### src/rtl/mux_rr_arb_pkg.sv
// rtl/mux_rr_arb_pkg.sv - shared types, widths and helpers for the round-robin channel mux
package mux_rr_arb_pkg;

    localparam int NUM_CH       = 4;
    localparam int IDX_W        = 2;
    localparam int DATA_W       = 2;
    localparam int CNT_W        = 4;
    localparam int HOLD_MAX_DEF = 4;

    typedef enum logic {
        IDLE  = 1'b0,
        GRANT = 1'b1
    } state_t;

    function automatic logic [NUM_CH-1:0] onehot(input logic [IDX_W-1:0] idx);
        onehot      = '0;
        onehot[idx] = 1'b1;
    endfunction

endpackage

### src/rtl/mux_rr_arb_rr_pick.sv
// rtl/mux_rr_arb_rr_pick.sv - combinational round-robin winner search starting after ptr
module rr_pick
    import mux_rr_arb_pkg::*;
(
    input  logic [NUM_CH-1:0] req,
    input  logic [IDX_W-1:0]  ptr,
    output logic              any,
    output logic [IDX_W-1:0]  winner
);

    always_comb begin
        logic             found;
        logic [IDX_W-1:0] idx;
        any    = |req;
        winner = ptr;
        found  = 1'b0;
        idx    = ptr;
        // k = NUM_CH wraps back onto ptr itself, so the last holder is checked last
        for (int k = 1; k <= NUM_CH; k++) begin
            idx = ptr + IDX_W'(k);
            if (!found && req[idx]) begin
                winner = idx;
                found  = 1'b1;
            end
        end
    end

endmodule

### src/rtl/mux_rr_arb.sv
// rtl/mux_rr_arb.sv - 4-channel round-robin arbitrated mux with one-cycle bubble between tenures
// Optional macro MUX_RR_ARB_HOLD_LIMIT_EN caps each tenure at HOLD_MAX transfers.
module mux_rr_arb
    import mux_rr_arb_pkg::*;
#(
    parameter int HOLD_MAX = HOLD_MAX_DEF
) (
    input  logic                clk,
    input  logic                rst_n,
    input  logic [NUM_CH-1:0]   req,
    input  logic [DATA_W-1:0]   in0,
    input  logic [DATA_W-1:0]   in1,
    input  logic [DATA_W-1:0]   in2,
    input  logic [DATA_W-1:0]   in3,
    input  logic                ack,
    output logic [NUM_CH-1:0]   gnt,
    output logic [IDX_W-1:0]    select,
    output logic                valid,
    output logic [DATA_W-1:0]   out
);

    state_t              r_state, w_state_nxt;
    logic [NUM_CH-1:0]   r_gnt, w_gnt_nxt;
    logic [IDX_W-1:0]    r_select, w_select_nxt;
    logic                r_valid, w_valid_nxt;
    logic [IDX_W-1:0]    r_ptr, w_ptr_nxt;
    logic                w_any;
    logic [IDX_W-1:0]    w_winner;
    logic                w_xfer;
    logic                w_limit_hit;
    logic [DATA_W-1:0]   w_in [NUM_CH];

    assign w_in[0] = in0;
    assign w_in[1] = in1;
    assign w_in[2] = in2;
    assign w_in[3] = in3;
    assign w_xfer  = r_valid && ack;

`ifdef MUX_RR_ARB_HOLD_LIMIT_EN
    logic [CNT_W-1:0] r_beat_cnt, w_beat_cnt_nxt;
    assign w_limit_hit = w_xfer && (r_beat_cnt == CNT_W'(HOLD_MAX - 1));
`else
    logic w_unused_hold;
    assign w_unused_hold = (HOLD_MAX != 0);
    assign w_limit_hit   = 1'b0;
`endif

    rr_pick u_pick (
        .req    (req),
        .ptr    (r_ptr),
        .any    (w_any),
        .winner (w_winner)
    );

    always_comb begin
        w_state_nxt  = r_state;
        w_gnt_nxt    = r_gnt;
        w_select_nxt = r_select;
        w_valid_nxt  = r_valid;
        w_ptr_nxt    = r_ptr;
`ifdef MUX_RR_ARB_HOLD_LIMIT_EN
        w_beat_cnt_nxt = r_beat_cnt;
`endif
        case (r_state)
            IDLE: begin
                w_gnt_nxt   = '0;
                w_valid_nxt = 1'b0;
                if (w_any) begin
                    w_state_nxt  = GRANT;
                    w_gnt_nxt    = onehot(w_winner);
                    w_select_nxt = w_winner;
                    w_valid_nxt  = 1'b1;
`ifdef MUX_RR_ARB_HOLD_LIMIT_EN
                    w_beat_cnt_nxt = '0;
`endif
                end
            end
            GRANT: begin
                // Losing the request wins over a coincident ack; that ack is still the last beat.
                if (!req[r_select] || w_limit_hit) begin
                    w_state_nxt = IDLE;
                    w_gnt_nxt   = '0;
                    w_valid_nxt = 1'b0;
                    w_ptr_nxt   = r_select;
                end
`ifdef MUX_RR_ARB_HOLD_LIMIT_EN
                else if (w_xfer && (r_beat_cnt != '1)) begin
                    w_beat_cnt_nxt = r_beat_cnt + CNT_W'(1);
                end
`endif
            end
            default: begin
                w_state_nxt = IDLE;
                w_gnt_nxt   = '0;
                w_valid_nxt = 1'b0;
            end
        endcase
    end

    always_ff @(posedge clk) begin
        if (!rst_n) begin
            r_state  <= IDLE;
            r_gnt    <= '0;
            r_select <= '0;
            r_valid  <= 1'b0;
            r_ptr    <= '1;
`ifdef MUX_RR_ARB_HOLD_LIMIT_EN
            r_beat_cnt <= '0;
`endif
        end else begin
            r_state  <= w_state_nxt;
            r_gnt    <= w_gnt_nxt;
            r_select <= w_select_nxt;
            r_valid  <= w_valid_nxt;
            r_ptr    <= w_ptr_nxt;
`ifdef MUX_RR_ARB_HOLD_LIMIT_EN
            r_beat_cnt <= w_beat_cnt_nxt;
`endif
        end
    end

    assign gnt    = r_gnt;
    assign select = r_select;
    assign valid  = r_valid;
    assign out    = r_valid ? w_in[r_select] : '0;

endmodule

### config.mk
export PLATFORM = sky130hd
export DESIGN_NAME = mux_rr_arb
export DESIGN_NICKNAME = d
export VERILOG_FILES = /design/src/rtl/mux_rr_arb_pkg.sv /design/src/rtl/mux_rr_arb_rr_pick.sv /design/src/rtl/mux_rr_arb.sv
export SDC_FILE = /design/constraint.sdc
export NUM_CORES = 1
export LEC_CHECK = 0
export CAP_MARGIN = 5
export CORE_UTILIZATION = 41
export CTS_BUF_LIST = sky130_fd_sc_hd__clkbuf_8
export DETAILED_ROUTE_END_ITERATION = 10
export MAX_ROUTING_LAYER = met4
export PLACE_DENSITY = 0.82
export SKIP_LAST_GASP = 1
export SLEW_MARGIN = 20
export SYNTH_ARGS = -nofsm -noshare
export SYNTH_HDL_FRONTEND = slang
export SYNTH_HIERARCHICAL = 1
export SYNTH_SLANG_ARGS = --single-unit
### constraint.sdc
create_clock -name clk -period 2.2 [get_ports clk]
set_clock_uncertainty 0.1 [all_clocks]
set_input_delay 0.44 -clock clk [delete_from_list [all_inputs] [get_ports clk]]
set_output_delay 0.44 -clock clk [all_outputs]
set_load 0.02 [all_outputs]
# --- Word-level counts from Yosys, hierarchy flattened ---
# Cells that the tools add are included.
word_totals:
  mem_count: 0
  out_inout_bits: 9
  inputBits: 15
  latch_bits: 0
  rom_bits: 0
  word_cells: 61
  register_bits: 10
  ramBits: 0
op_classes:
  n_bitwise: 3
  n_eq_ne: 1
  n_reduce_logical: 10
  order_cmp: 8
  add_sub_neg: 3
  shifts: 0
  muxes: 31
  n_mul: 0
  div: 0
op_table:
  columns: ["operator", "n"]
  rows:
  - ["2-bit by 3-bit less-than comparator with 1-bit output, second input constant", 6]
  - ["2-bit two-way mux", 7]
  - ["1-bit two-way mux", 12]
  - ["1-bit binary-select mux with 2-bit select", 5]
  - ["4-bit two-way mux", 2]
  - ["4-bit one-hot mux with 2 select lines", 1]
  - ["2-bit adder, second input constant", 2]
  - ["2-bit binary-select mux with 2-bit select", 1]
  - ["1-bit logical AND", 4]
  - ["1-bit one-hot mux with 2 select lines", 2]
  - ["2-bit AND reduction", 2]
  - ["4-bit OR reduction", 1]
  - ["3-bit >= comparator, second input constant", 1]
  - ["1-bit logical NOT", 3]
  - ["2-bit inverter with 3-bit output", 1]
  - ["2-bit by 1-bit adder with 2-bit output, second input constant", 1]
  - ["1-bit demux with 2-bit select", 1]
  - ["2-bit by 1-bit >= comparator with 1-bit output, second input constant", 1]
  - ["2-bit inequality test, second input constant", 1]
  - ["1-bit inverter", 2]

# --- Logic depth before layout (Yosys ltp) ---
# Gate-level depths: netlist of run 1.
depth:
  depth_word: 19
  ltp_mapped: 6
  depth_no_buf: 6

# --- By module ---
# The synthesis of run 1 kept the hierarchy.
by_module_without_submodules:
  columns: ["module", "cells_each", "n_inst", "area_per_inst_um2"]
  rows:
  - ["mux_rr_arb", 50, 1, 500.5]
  - ["rr_pick", 14, 1, 72.6]

# --- Worst setup path after synthesis of run 1 ---
# No wires, ideal clock.
synth_path:
  path_kind: "reg-to-output"
  start: "register r_select[0] (netlist: select[0])"
  end: "output out[0]"
  required_time_ps: 1660
  setup_slack_ps: 364
  n_path_buf: 1
  arrival_time_ps: 1296
  path_stages_with_launch: 4
  cell_sequence: "dfxtp_1 buf_6 mux4_2 and2_1"
synth_between:
  elab_chain_len: 5
synth_rtl:
  columns: ["element", "line", "rtl"]
  rows:
  - ["start, declared", "mux_rr_arb.sv:24", "logic [IDX_W-1:0] r_select, w_select_nxt;"]
  - ["start signal, assigned", "mux_rr_arb.sv:113", "r_select <= w_select_nxt;"]
  - ["2-bit inverter with 3-bit output (implied by the code)", "mux_rr_arb.sv:125", "assign out = r_valid ? w_in[r_select] : '0;"]
  - ["2-bit binary-select mux with 2-bit select", "mux_rr_arb.sv:125", null]
  - ["2-bit two-way mux (implied by the code) (2 in a row)", "mux_rr_arb.sv:125", null]
  - ["2-bit two-way mux", "mux_rr_arb.sv:125", null]
  - ["end, declared", "mux_rr_arb.sv:19", "output logic [DATA_W-1:0] out"]
# No other way between the ends. The select of a mux whose other input is x is not followed.

# --- Worst setup path after layout of run 1 ---
layout_path:
  start: "input in3[1]"
  end: "output out[1]"
layout_between:
  elab_chain_len: 4
layout_rtl:
  columns: ["element", "line", "rtl"]
  rows:
  - ["start, declared", "mux_rr_arb.sv:14", "input logic [DATA_W-1:0] in3,"]
  - ["2-bit binary-select mux with 2-bit select", "mux_rr_arb.sv:125", null]
  - ["2-bit two-way mux (implied by the code) (2 in a row)", "mux_rr_arb.sv:125", null]
  - ["2-bit two-way mux", "mux_rr_arb.sv:125", null]
# No other way between the ends. The select of a mux whose other input is x is not followed.

==> results of run 1 <==
## logic make-up (layout without fill, tap and decap cells)
group / after synthesis / after routing / share of synthesized area, %
and+or+nand+nor: 28 / 28 / 25.33
AOI/OAI and AO/OA: 14 / 14 / 17.47
DFF: 10 / 10 / 34.93
muxes: 8 / 8 / 18.34
buffers and inverters: 4 / 28 / 3.930
## cell type report
cell class              instances  area [µm²]
repair buffers                 23       217.7
fillers                       112       465.4
well taps                      15       18.77
flip-flops and latches         10       200.2
clock buffers                   3       41.29
multi-input cells              50       350.3
inverters                       2       7.507
## power by group
group          total (mW)  switching, mW  internal [mW]
clock network       0.176         0.0575          0.119
logic               0.186         0.0866         0.0993
registers           0.225         0.0223          0.203
## how the worst min path moves through the flow
stage	from	end	slack, ps	cells after the start
2_1_floorplan	gnt[1]	gnt[1]	420	2
3_3_place_gp	gnt[1]	gnt[1]	340	2
3_5_place_dp	gnt[1]	gnt[1]	340	2
4_1_cts	gnt[1]	gnt[1]	350	2
5_1_grt	gnt[1]	gnt[1]	370	2
6_report	gnt[1]	gnt[1]	350	2
## cells in the mapped netlist, drive strengths merged, types with 2 or more instances
cell type,count,area (µm²)
nand2,11,41.29
dfxtp,10,200.2
mux2i,6,60.06
and2,4,25.02
nor2b,4,25.02
o21ai,4,20.01
a21oi,3,15.01
and2b,2,16.27
inv,2,7.510
mux4,2,45.04
nand2b,2,12.51
nand4,2,12.51
nor2,2,7.510
o32ai,2,17.52
## per-layer routing
layer | vias up | GRT usage [%]
met5 | - | -
met1 | 259 | 21.92
met3 | 0 | 4.545
met2 | 16 | 30.83
li1 | 281 | -
met4 | 0 | 7.759
## state kept, by name (all words and copies together), names as in the netlist
| name | flops |
|---|---|
| gnt | 4 |
| r_ptr | 2 |
| valid | 1 |
| select | 2 |
| r_state | 1 |
## critical path, delay by kind of cell
family / cells / cell delay [ps]
multiplexers: 1 / 460
buffers and inverters: 2 / 560
AND/OR/NAND/NOR: 1 / 160
## what timing repair did
action                                  CTS  global route
endpoints found under the setup margin    2             0
buffers inserted                          0             0
resized for setup                         8             0
## metrics by stage
stage          util (%)  setup WS (ps)  hold slack (ps)
2_1_floorplan         -          364.3            425.0
3_3_place_gp      61.83         -322.1            342.3
3_5_place_dp      61.83         -355.8            341.0
4_1_cts           64.23          23.10            348.4
5_1_grt           64.23          1.736            371.3
6_report          64.23          39.19            345.4
==> impl_metrics.py, run 1 <==
metrics = {
    "sta": {
        "slew_violations": 0,
        "worst_pin_slew_ps": 386.8,
        "period_share_pct": 98.22,
        "tns_ps": 0,
        "hold_violations": 0,
        "max_freq_mhz": 462.8,
        "setup_viol": 0,
        "period_needed_ps": 2161,
        "slew_headroom_pct": 74.13,
        "rsz0062_at_grt": "false",
    },
    "clock_network": {
        "clk_pin_slew_ps": 40,
        "cts_hold_buf": 0,
        "cts_root_buf": "clkbuf_8",
        "htree_levels": 1,
        "clock_path_buffers": 2,
        "worstSkewPairLatency_ps": 220,
        "cts_buffers": 3,
        "numClockSinks": 10,
        "cts_tree": "done",
    },
    "die": {
        "fp.dieH_um": 39.39,
        "dieArea_um2": 1551,
        "initial_core_util_pct": 44.04,
        "io-pin-count": 24,
        "rows": 13,
        "die_w_um": 39.39,
        "coreArea_um2": 1301,
    },
    "worst_setup_path": {
        "r2r_slack_ps": 750,
        "max_stage_delay_ps": 460,
        "critical_path_required_ps": 1660,
        "cp_slowest_cell": "mux4_2",
        "crit_path_end_kind": "primary output",
        "critPathLaunch": "in3[1]",
        "timing.rr.start": "r_ptr[1]",
        "crit_end": "out[1]",
        "crit_fanout": 1,
        "worstSetupPathType": "in2out",
        "start_kind": "primary input",
        "rr_endpoint": "gnt[2]",
        "cp_cell_sequence": "clkdlybuf4s50_1, mux4_2, and2_1, buf_2",
        "r2r_cells": 5,
        "arrival_ps": 1620,
    },
    "run": {
        "max_cap_violations": 0,
    },
    "placed_design": {
        "portBuffers": 22,
        "globalplace.congestion": 0.7577,
        "place_hpwl_um": 1005,
        "placed_area_um2": 804.5,
        "dp_cells": 100,
    },
    "synth": {
        "synth_edf_count": 0,
        "yosysSeqAreaShare_pct": 34.93,
        "synth_area_um2": 573.1,
        "synthFlopType": "dfxtp_1",
        "synth_cell_types": 24,
        "ys_warn_count": 6,
        "synth_area_per_cell_um2": 8.954,
        "ys_ff_latch": 10,
        "synth_nets": 79,
        "synthCells": 64,
        "synthArstFlopShare_pct": 0,
    },
    "power": {
        "leakage_nw": 0.3357,
        "p_total_mw": 0.5872,
        "peakVddDrop_mv": 0.4624,
        "powerDensity_nw_per_um2": 702.6,
    },
    "status": {
        "status": "finished clean",
    },
    "routing": {
        "wl_met3_um": 106,
        "drt_iter0_markers": 7,
        "detail_route.wl_per_cell_um": 12.43,
        "drt_wl_total_um": 1280,
        "firstDrtPassIters": 3,
        "wl_met2_um": 631,
        "top_layer": "met3",
        "wl_met1_um": 542,
        "vias": 556,
        "ant_nets": 0,
        "drc_errors": 0,
        "via_per_inst": 5.398,
    },
    "global_routing": {
        "grt_pass1_vias": 451,
        "antenna_found_initial": 0,
        "grt_usage_pct": 18.81,
        "grt_max_degree": 15,
        "grt_pass1_wl_um": 1911,
        "grt-ovfl-total": 0,
    },
    "cells_and_area": {
        "final_cell_mix": "clkdlybuf4s50_1 (20), nand2_1 (11), dfxtp_1 (10)",
        "area_growth_pct": 45.85,
        "fin_nets": 105,
        "layout.cells.most_common": "clkdlybuf4s50_1",
        "instances_no_fill": 103,
        "drive_gt1_share_pct": 12.50,
        "finish.instance_area_um2": 835.8,
        "diodes": 0,
    },
    "hold_path": {
        "hold_class": "reg2reg",
    },
}
Note: power is estimated with default switching activity, not from simulation.
==> run 2, diff against run 1 <==
--- a/config.mk
+++ b/config.mk
@@ -5,7 +5,6 @@
 export SDC_FILE = /design/constraint.sdc
 export NUM_CORES = 1
 export LEC_CHECK = 0
-export CAP_MARGIN = 5
 export CORE_UTILIZATION = 41
 export CTS_BUF_LIST = sky130_fd_sc_hd__clkbuf_8
 export DETAILED_ROUTE_END_ITERATION = 10
==> results of run 2 <==
The final DEF is identical to that of run 1; final timing and power are the same.
